File: config.mk
export PLATFORM = sky130hd
export DESIGN_NAME = fc_rx_decoder
export DESIGN_NICKNAME = d
export VERILOG_FILES = /design/src/rtl/fc_rx_decoder.sv
export SDC_FILE = /design/constraint.sdc
export NUM_CORES = 1
export LEC_CHECK = 0
export CORE_MARGIN = 10
export CORE_UTILIZATION = 48
export CTS_BUF_LIST = sky130_fd_sc_hd__clkbuf_4
export DETAILED_ROUTE_END_ITERATION = 8
export GPL_ROUTABILITY_DRIVEN = 1
export PLACE_DENSITY = 0.82
export SLEW_MARGIN = 40
export SYNTH_ARGS = -nofsm -noshare
export SYNTH_HDL_FRONTEND = slang
export SYNTH_SLANG_ARGS = --single-unit
File: constraint.sdc
create_clock -name clk_bx -period 2.74 [get_ports clk_bx]
set_input_delay 0.548 -clock clk_bx [delete_from_list [all_inputs] [get_ports clk_bx]]
set_output_delay 0.548 -clock clk_bx [all_outputs]
set_load 0.005 [all_outputs]
File: src/rtl/fc_rx_decoder.sv
// -----------------------------------------------------------------------------
// fc_rx_decoder
//
// Receive front-end for the encoded fast-control stream on the PF link.
// Each clk_bx cycle carries one 16-bit word made of two Hamming(8,4) SEC-DED
// codewords. The high codeword holds command bits [7:4] and the low codeword
// holds bits [3:0]. The block corrects single-bit errors and flags double-bit
// errors. It regenerates the command strobes and runs a local bunch-crossing
// counter. A BCR lock FSM tracks that counter, and the counter value is used
// to timestamp L1As.
//
// Pipeline: stage 1 registers the raw word. Stage 2 decodes it and registers
// every output, so a word presented in cycle n appears on the outputs in
// cycle n+2.
//
// Parameters:
//   LOCK_COUNT     consecutive aligned BCRs needed in CHECK before LOCKED (1..15)
//
// Ports:
//   clk_bx         in   1   bunch-crossing clock, rising edge
//   reset_n        in   1   asynchronous active-low reset
//   fc_stream_enc  in  16   [7:0] codeword of cmd[3:0], [15:8] codeword of cmd[7:4]
//   orb_length     in  12   orbit length in bx (0 -> natural 4096 wrap)
//   bcr            out  1   bunch-counter-reset strobe (cmd bit 0)
//   l1a            out  1   L1A strobe (cmd bit 1)
//   link_reset     out  1   link reset strobe (cmd bit 2)
//   buffer_clear   out  1   buffer clear strobe (cmd bit 3)
//   calib_pulse    out  1   calib level (cmd bit 5)
//   bxid           out 12   local bunch-crossing counter
//   l1a_bxid       out 12   bxid captured on the last L1A
//   locked         out  1   lock FSM is in LOCKED (registered from state)
//   sec_err        out  1   at least one codeword corrected this cycle
//   ded_err        out  1   at least one codeword uncorrectable this cycle
//
// Optional feature, enabled by defining FC_RX_ERRCNT_EN:
//   err_clear      in   1   synchronous clear of all counters, wins over increment
//   sec_count      out 16   saturating count of sec_err cycles
//   ded_count      out 16   saturating count of ded_err cycles
//   unlock_count   out  8   saturating count of LOCKED -> UNLOCKED transitions
// -----------------------------------------------------------------------------
module fc_rx_decoder #(
    parameter int unsigned LOCK_COUNT = 4
) (
    input  logic        clk_bx,
    input  logic        reset_n,
    input  logic [15:0] fc_stream_enc,
    input  logic [11:0] orb_length,
`ifdef FC_RX_ERRCNT_EN
    input  logic        err_clear,
    output logic [15:0] sec_count,
    output logic [15:0] ded_count,
    output logic [7:0]  unlock_count,
`endif
    output logic        bcr,
    output logic        l1a,
    output logic        link_reset,
    output logic        buffer_clear,
    output logic        calib_pulse,
    output logic [11:0] bxid,
    output logic [11:0] l1a_bxid,
    output logic        locked,
    output logic        sec_err,
    output logic        ded_err
);

    localparam logic [3:0] LOCK_TARGET = 4'(LOCK_COUNT);

    typedef enum logic [1:0] {
        ST_UNLOCKED = 2'd0,
        ST_CHECK    = 2'd1,
        ST_LOCKED   = 2'd2
    } lock_state_t;

    // Result of decoding one Hamming(8,4) codeword.
    typedef struct packed {
        logic [3:0] data;
        logic       sec;
        logic       ded;
    } hdec_t;

    // Codeword layout: [0]=d0^d1^d3, [1]=d0^d2^d3, [2]=d0, [3]=d1^d2^d3,
    // [4]=d1, [5]=d2, [6]=d3, [7]=even parity over [6:0].
    // The syndrome is the 1-based position of a single flipped bit in [6:0].
    // The overall parity tells a single error (odd) from a double error (even).
    function automatic hdec_t hamming84_dec(input logic [7:0] c);
        logic [2:0] s;
        logic       p;
        logic [7:0] cc;
        hdec_t      r;
        s  = {c[3] ^ c[4] ^ c[5] ^ c[6],
              c[1] ^ c[2] ^ c[5] ^ c[6],
              c[0] ^ c[2] ^ c[4] ^ c[6]};
        p  = ^c;
        cc = c;
        r  = '0;
        if (s != 3'd0 && p) begin
            cc[s - 3'd1] = ~cc[s - 3'd1];
            r.sec = 1'b1;
        end else if (s == 3'd0 && p) begin
            // Only the overall parity bit flipped; the data bits are intact.
            r.sec = 1'b1;
        end else if (s != 3'd0 && !p) begin
            r.ded = 1'b1;
        end
        // An uncorrectable codeword must never fire a command.
        r.data = r.ded ? 4'b0000 : {cc[6], cc[5], cc[4], cc[2]};
        return r;
    endfunction

    // -------------------------------------------------------------------------
    // Stage 1: raw input register
    // -------------------------------------------------------------------------
    logic [15:0] fc_q;

    // NOTE: sequential state is written with non-blocking (<=) assignments so
    // every register samples values from before the clock edge.
    always_ff @(posedge clk_bx or negedge reset_n) begin
        if (!reset_n) begin
            fc_q <= '0;
        end else begin
            fc_q <= fc_stream_enc;
        end
    end

    // -------------------------------------------------------------------------
    // Stage 2 combinational decode
    // -------------------------------------------------------------------------
    hdec_t       dec_lo;
    hdec_t       dec_hi;
    logic [7:0]  cmd;
    logic        sec_any;
    logic        ded_any;

    assign dec_lo  = hamming84_dec(fc_q[7:0]);
    assign dec_hi  = hamming84_dec(fc_q[15:8]);
    assign cmd     = {dec_hi.data, dec_lo.data};
    assign sec_any = dec_lo.sec | dec_hi.sec;
    assign ded_any = dec_lo.ded | dec_hi.ded;

    // Command bits 4, 6 and 7 are defined on the link but unused here.
    logic unused_cmd_bits;
    assign unused_cmd_bits = ^{cmd[7:6], cmd[4]};

    // -------------------------------------------------------------------------
    // Bunch-crossing counter and alignment checks
    // -------------------------------------------------------------------------
    // Subtraction is modulo 2^12, so orb_length=0 makes the last bx 4095.
    logic [11:0] last_bx;
    logic        at_last;
    logic [11:0] bxid_next;
    logic        bcr_aligned;
    logic        bcr_misaligned;
    logic        bcr_missing;

    assign last_bx   = orb_length - 12'd1;
    assign at_last   = (bxid == last_bx);
    assign bxid_next = (cmd[0] || at_last) ? 12'd0 : bxid + 12'd1;

    // A DED on the low codeword already forced cmd[0] to 0. It also suppresses
    // the missing check, so the counter flywheels through a corrupted BCR slot.
    assign bcr_aligned    = cmd[0] && at_last;
    assign bcr_misaligned = cmd[0] && !at_last;
    assign bcr_missing    = !cmd[0] && at_last && !dec_lo.ded;

    // -------------------------------------------------------------------------
    // Lock FSM
    // -------------------------------------------------------------------------
    lock_state_t state;
    lock_state_t state_next;
    logic [3:0]  good_cnt;
    logic [3:0]  good_next;

    always_ff @(posedge clk_bx or negedge reset_n) begin
        if (!reset_n) begin
            state    <= ST_UNLOCKED;
            good_cnt <= 4'd0;
        end else begin
            state    <= state_next;
            good_cnt <= good_next;
        end
    end

    // NOTE: every signal assigned here gets a default first, so no path through
    // the case leaves it unassigned and no latch is inferred.
    always_comb begin
        state_next = state;
        good_next  = good_cnt;
        unique case (state)
            ST_UNLOCKED: begin
                if (cmd[0]) begin
                    state_next = ST_CHECK;
                    good_next  = 4'd0;
                end
            end
            ST_CHECK: begin
                if (bcr_misaligned || bcr_missing) begin
                    state_next = ST_UNLOCKED;
                    good_next  = 4'd0;
                end else if (bcr_aligned) begin
                    good_next = good_cnt + 4'd1;
                    if (good_cnt + 4'd1 == LOCK_TARGET) begin
                        state_next = ST_LOCKED;
                    end
                end
            end
            ST_LOCKED: begin
                if (bcr_misaligned || bcr_missing) begin
                    state_next = ST_UNLOCKED;
                    good_next  = 4'd0;
                end
            end
            default: begin
                state_next = ST_UNLOCKED;
                good_next  = 4'd0;
            end
        endcase
    end

    // -------------------------------------------------------------------------
    // Stage 2 output registers
    // -------------------------------------------------------------------------
    always_ff @(posedge clk_bx or negedge reset_n) begin
        if (!reset_n) begin
            bcr          <= 1'b0;
            l1a          <= 1'b0;
            link_reset   <= 1'b0;
            buffer_clear <= 1'b0;
            calib_pulse  <= 1'b0;
            sec_err      <= 1'b0;
            ded_err      <= 1'b0;
            bxid         <= 12'd0;
            l1a_bxid     <= 12'd0;
            locked       <= 1'b0;
        end else begin
            bcr          <= cmd[0];
            l1a          <= cmd[1];
            link_reset   <= cmd[2];
            buffer_clear <= cmd[3];
            calib_pulse  <= cmd[5];
            sec_err      <= sec_any;
            ded_err      <= ded_any;
            bxid         <= bxid_next;
            // Capture the value bxid takes in this same output cycle, so that
            // BCR+L1A together timestamp the L1A as bx 0.
            if (cmd[1]) begin
                l1a_bxid <= bxid_next;
            end
            locked       <= (state == ST_LOCKED);
        end
    end

    // -------------------------------------------------------------------------
    // Optional error counters
    // -------------------------------------------------------------------------
`ifdef FC_RX_ERRCNT_EN
    logic unlock_now;
    assign unlock_now = (state == ST_LOCKED) && (state_next == ST_UNLOCKED);

    // The counters step on the same edge that raises sec_err/ded_err.
    always_ff @(posedge clk_bx or negedge reset_n) begin
        if (!reset_n) begin
            sec_count    <= 16'd0;
            ded_count    <= 16'd0;
            unlock_count <= 8'd0;
        end else if (err_clear) begin
            sec_count    <= 16'd0;
            ded_count    <= 16'd0;
            unlock_count <= 8'd0;
        end else begin
            if (sec_any && sec_count != 16'hFFFF) begin
                sec_count <= sec_count + 16'd1;
            end
            if (ded_any && ded_count != 16'hFFFF) begin
                ded_count <= ded_count + 16'd1;
            end
            if (unlock_now && unlock_count != 8'hFF) begin
                unlock_count <= unlock_count + 8'd1;
            end
        end
    end
`else
    // Counters are not built; errors are reported only as sec_err/ded_err.
`endif

endmodule
Word-level counts from Yosys, hierarchy flattened
Cells that the tools add are included.
{"block": "op_classes", "n_reduce_logical": 28, "addsub": 5, "mux": 36, "n_lt_le_gt_ge": 4, "n_bitwise": 22, "eq_ne": 8, "n_shift": 0, "n_mul": 0, "div": 0}
{"cell": "$mux W4", "n": 5}
{"cell": "$xor A1 B1 Y1", "n": 18}
{"cell": "$bwmux W8", "n": 2}
{"cell": "$reduce_xor A8 Y1", "n": 2}
{"cell": "$mux W1", "n": 14}
{"cell": "$add A12 B1 Y12 const B", "n": 1}
{"cell": "$eq A12 B12 Y1", "n": 1}
{"cell": "$logic_and A1 B1 Y1", "n": 12}
{"cell": "$mux W12", "n": 1}
{"cell": "$mux W2", "n": 6}
{"cell": "$pmux W4 S3", "n": 1}
{"cell": "$sub A12 B1 Y12 const B", "n": 1}
{"cell": "$lt A3 B4 Y1 const B", "n": 2}
{"cell": "$mux W7", "n": 1}
{"cell": "$bmux W1 S3", "n": 2}
{"cell": "$demux W1 S3", "n": 2}
{"cell": "$ge A3 B1 Y1 const B", "n": 2}
{"cell": "$logic_not A3 Y1", "n": 2}
{"cell": "$ne A3 B3 Y1 const B", "n": 2}
{"cell": "$pmux W2 S3", "n": 1}
{"cell": "$reduce_bool A3 Y1", "n": 2}
{"cell": "$sub A3 B1 Y3 const B", "n": 2}
{"cell": "$logic_not A1 Y1", "n": 5}
{"cell": "$mux W5", "n": 1}
{"cell": "11 further kinds", "n": 15}
{"block": "totals", "out_inout_bits": 32, "regBits": 54, "romBits": 0, "mem_count": 0, "ramBits": 0, "input_bits": 30, "latch_bits": 0}

Depth between registers and ports, before layout
{"block": "logic_depth", "ltp_word": 17, "depth_mapped": 12}

Worst setup path before layout
OpenSTA, ideal clock, no wires.
{"block": "synth_path", "path_kind": "flip-flop to flip-flop", "from": "register fc_q[0]", "to": "register l1a_bxid[0]", "arrival_time_ns": 2.647, "path_stages_with_launch": 11, "synth_period_minus_slack_ns": 2.772, "slack_ns": -0.032, "path_cell_list": "dfrtp_1 -> xnor2_1 -> xnor2_1 -> ha_1 -> nand2b_1 -> mux2i_1 -> nor4b_1 -> mux2i_1 -> nor2_2 -> buf_4 -> mux2_2"}
{"block": "synth_between", "word_cells_on_any_way": 27}
{"item": "start, declared", "line": "113", "rtl": "logic [15:0] fc_q;"}
{"item": "start signal, assigned", "line": "121", "rtl": "fc_q <= fc_stream_enc;"}
{"item": "$xor A1 B1 Y1 (3 in a row)", "line": "92", "rtl": "c[0] ^ c[2] ^ c[4] ^ c[6]};"}
{"item": "$sub A3 B1 Y3", "line": "97", "rtl": "cc[s - 3'd1] = ~cc[s - 3'd1];"}
{"item": "$lt A3 B4 Y1 (not written as such) or $ge A3 B1 Y1 (tied branches)", "line": "97"}
{"item": "$logic_and A1 B1 Y1 (not written as such)", "line": "97"}
{"item": "$mux W1 (not written as such)", "line": "97"}
{"item": "$demux W1 S3", "line": "97"}
{"item": "$bwmux W8", "line": "97"}
{"item": "$mux W7", "line": "96", "rtl": "if (s != 3'd0 && p) begin"}
{"item": "$mux W4 (*)", "line": "106", "rtl": "r.data = r.ded ? 4'b0000 : {cc[6], cc[5], cc[4], cc[2]};"}
{"item": "via cmd[1]", "line": "130", "rtl": "logic [7:0] cmd;"}
{"item": "end signal, assigned", "line": "246", "rtl": "l1a_bxid <= bxid_next;"}
{"item": "end, declared", "line": "60", "rtl": "output logic [11:0] l1a_bxid,"}
Mark *: on every way through the listed nets, which the timed path passes. The rest lies on a longest branch. The select of a mux whose other input is x is not followed.
A chain may end at the register's enable or synchronous reset.

Final worst setup path
{"block": "layout_path", "from": "input orb_length[5]", "to": "register l1a_bxid[4]"}
{"block": "layout_between", "elab_chain_len": 4}
{"item": "start, declared", "line": "47", "rtl": "input logic [11:0] orb_length,"}
{"item": "$sub A12 B1 Y12", "line": "155", "rtl": "assign last_bx = orb_length - 12'd1;"}
{"item": "$eq A12 B12 Y1", "line": "156", "rtl": "assign at_last = (bxid == last_bx);"}
{"item": "$logic_or A1 B1 Y1", "line": "157", "rtl": "assign bxid_next = (cmd[0] || at_last) ? 12'd0 : bxid + 12'd1;"}
{"item": "$mux W12", "line": "157"}
{"item": "via bxid_next[4]", "line": "150", "rtl": "logic [11:0] bxid_next;"}
The timed path passes the listed nets, and every way through them passes these cells.

==> metrics.md <==
| Metric | Value |
|---|---|
| Status | completed |
| Maximum operating frequency | 382 MHz |
| Full die area | 0.0102 mm2 |
| GPL Wtd Cong | 0.884 |
| Synthesized area | 0.00314 mm2 |
| Clock transition at path regs | 0.15 ns |
| Pwr/cell area | 579 mW/mm2 |
| Share of the synthesized area in the top cell type | 0.430 |
| Reg2Reg Setup Slack | 0.14 ns |
| Startpoint Class | primary input |
| Slew @ Worst Pin | 0.626 ns |
| Dpl cells | 446 |
| Antenna Nets Post-Route | 0 |
| Top cells by count, synth | 54 x dfrtp_1, 27 x xnor2_1, 18 x xor2_1, 15 x nand2_1, 15 x nand3_1 |
| Synthesis-to-finish area growth | 34.8% |
| P_leak | 1.82 nW |
| Num CTS Buffers | 5 |
| Max-Cap Viols | 0 |
| Clock skew | 0.00711 ns |
| Yosys cell types | 58 |
| Pins Over Slew Limit | 0 |
| Worst r2r path cells | 9 |
| Worst EP required | 3.06 ns |
| Pin count of the biggest net entering global routing | 29 |
| Vias in the first global route | 2537 |
| Crit Path Category | in2reg |
| Port bufs | 61 |
| First-pass DRT Iterations | 4 |
| Setup WS post-layout | 0.121 ns |
| Final WL | 7.37 mm |
| Ys flop type | dfrtp_1 |
| CP delay by family, top | simple AND/OR/NAND/NOR gates |
| GR Overflow Total | 0 |
| Die span in x | 101 um |
| CTS tree | built |
| Synth area leader | dfrtp_1 |
| Via count | 2499 |
| Arrival time at the worst endpoint | 2.94 ns |
| Most common cell in the netlist | dfrtp_1 |
| Syn_area_per_cell | 11.1 um2 |
| Post-synth EDFFs | 0 |
| Final Hold Viols | 0 |
| CTS H-Tree Depth | 2 |
| Initial antenna violation count | 0 |
| RSZ-0062 raised after global routing | true |
| Initial Util | 0.495 |
| R2r endpoint | l1a_bxid[4] |
| Bufs and invs on worst path | 3 |
| Net Count, Synth | 321 |
| Core area | 0.00635 mm2 |
| Syn. warnings | 0 |
| Final nets | 417 |
| #FFs+latches synth | 54 |
| CP max-delay cell | clkdlybuf4s50_1 |
| Sequential share of the synthesized area | 0.430 |
| Slew HR | 0.582 |
| VDD IR-drop max | 413 uV |
| Drt initial violations | 113 |
| # clock sinks | 54 |
| Clock Tree Root | clkbuf_4 |
| CP endpoint kind | flop |
| First-pass GRT wire length | 12.3 mm |
| Hold Crit Class | in2async |
| HPWL after DPL | 5.91 mm |
| Final period util | 0.956 |
| Skew-Pair Late Insertion Delay | 0.38 ns |
| Fin crit period | 2.62 ns |
| Synth area leaders | dfrtp_1 43%, xnor2_1 7.5%, xor2_1 5.0% |
| I/O pins | 62 |
| Rows | 29 |
| DRC errors left | 0 |
| CP max FO | 7 |
| Fin util | 0.667 |
| Longest Clk Path Bufs | 2 |
| Chip height | 101 um |
| Non-filler cells, final | 457 |
| Wire per inst | 16.1 um |
| Drt via density | 5.47 |
| CP Cell Sequence | clkdlybuf4s50_1 -> nor4_4 -> buf_4 -> o211ai_1 -> nor4b_2 -> or3_4 -> and4_4 -> buf_12 -> nor3_1 -> mux2_2 |
| DP Worst Slack | -0.367 ns |
| Ant. Diodes | 0 |
| CP peak stage delay | 0.47 ns |
| Total GRT Usage | 0.147 |
| Fraction of layout cells with a size suffix above 1 | 0.239 |
| Cells after synthesis | 283 |
| Async SR Flop Fraction | 1.00 |
| R2R Path Start | fc_q[6] |
| Final setup fails | 0 |
-- worst register-to-register path, delay by kind of cell (launching register included) --
family / cells / cell delay, ns
buf+inv: 2 / 0.30
flops: 1 / 0.48
simple gates: 1 / 0.26
xor+xnor: 2 / 0.45
mux: 1 / 0.20
fa+ha+maj: 1 / 0.31
compound gates: 2 / 0.55
-- logic make-up (layout without fill, tap and decap cells) --
family / count (synthesis) / in the layout / synth area share
AO/OA/AOI/OAI: 41 / 41 / 0.100
XOR/XNOR: 48 / 48 / 0.141
adder cells (fa/ha/maj): 8 / 8 / 0.0318
buffers and inverters: 20 / 117 / 0.0418
flip-flops: 54 / 54 / 0.430
multiplexers: 20 / 20 / 0.0748
AND/OR/NAND/NOR: 92 / 92 / 0.180
-- placed cells by master (no fill, tap or decap), types with 2 or more instances in the layout --
cell type	netlist	final
nor3_4	5	5
nor3_1	11	8
nor2_1	12	12
mux2_4	5	5
a21oi_1	4	4
a21boi_0	2	2
xor2_1	18	18
clkbuf_4	0	6
nor4_1	3	3
nand3_1	15	15
clkdlybuf4s50_1	0	60
and3_1	4	4
o22ai_1	3	3
and2_1	3	3
xnor2_1	27	23
nand4_1	5	5
ha_1	8	7
buf_12	1	3
mux2i_1	7	7
inv_1	8	8
mux2_2	8	8
o21a_1	2	2
o211ai_1	6	6
nand2_1	15	15
xnor2_2	3	7
dfrtp_2	0	2
dfrtp_1	54	52
nor3b_1	2	2
o21ai_2	2	2
a211oi_1	2	2
o21ai_0	5	5
nor2b_1	6	6
nor3_2	0	3
buf_4	4	36
-- worst max-delay path by stage --
stage / end / cells after the start / startpoint
final: l1a_bxid[4] / 10 / orb_length[5]
after global routing: l1a_bxid[4] / 9 / fc_q[6]
after CTS: l1a_bxid[5] / 9 / orb_length[2]
after detailed placement: l1a_bxid[5] / 9 / orb_length[2]
after global placement: l1a_bxid[5] / 9 / orb_length[2]
after floorplan: l1a_bxid[0] / 11 / fc_q[6]
-- metrics by stage --
stage	power [W]	hold slack (ns)	area, um2	TNS [ns]
after floorplan	0.00153	0.252	3150	0
after global placement	0.00195	0.492	4070	-4.95
after detailed placement	0.00198	0.499	4070	-6.84
after CTS	0.00244	0.167	4150	0
after global routing	0.00261	0.181	4240	-0.103
final	0.00245	0.162	4240	0
-- final cells by class --
cell class	instances	area, um2
clock inverter	2	37.5
timing repair buffer	100	936
fill	473	2110
tap	77	96.3
inverter	9	38.8
clock buffer	6	45.0
sequential	54	1350
multi-input combinational	209	1730
-- where the power goes --
group / leakage, nW / internal, W / switching (W) / total, W
logic: 1.08 / 0.000531 / 0.000450 / 0.000981
registers: 0.691 / 0.000909 / 0.000116 / 0.00103
clock network: 0.0419 / 0.000203 / 0.000243 / 0.000446
total: 1.82 / 0.00164 / 0.000810 / 0.00245
-- registers in the layout (all words and copies together) (netlist names), 2 cells and up --
register and count:
fc_q 16, bxid 12, l1a_bxid 12, good_cnt 4, state 2
-- routing by layer --
metal	GRT usage	wire length (um)
met5	0	0
met4	0.0354	77
met3	0.0460	518
met2	0.244	3780
met1	0.181	2990
-- what timing repair did --
item | 4_1_cts | 5_1_grt
pin swaps | 0 | 6
setup buffers | 0 | 3
gates resized for setup | 1 | 12
setup endpoints to repair | 11 | 15
hold buffers | 0 | 0
(Power assumes the default switching activity.)
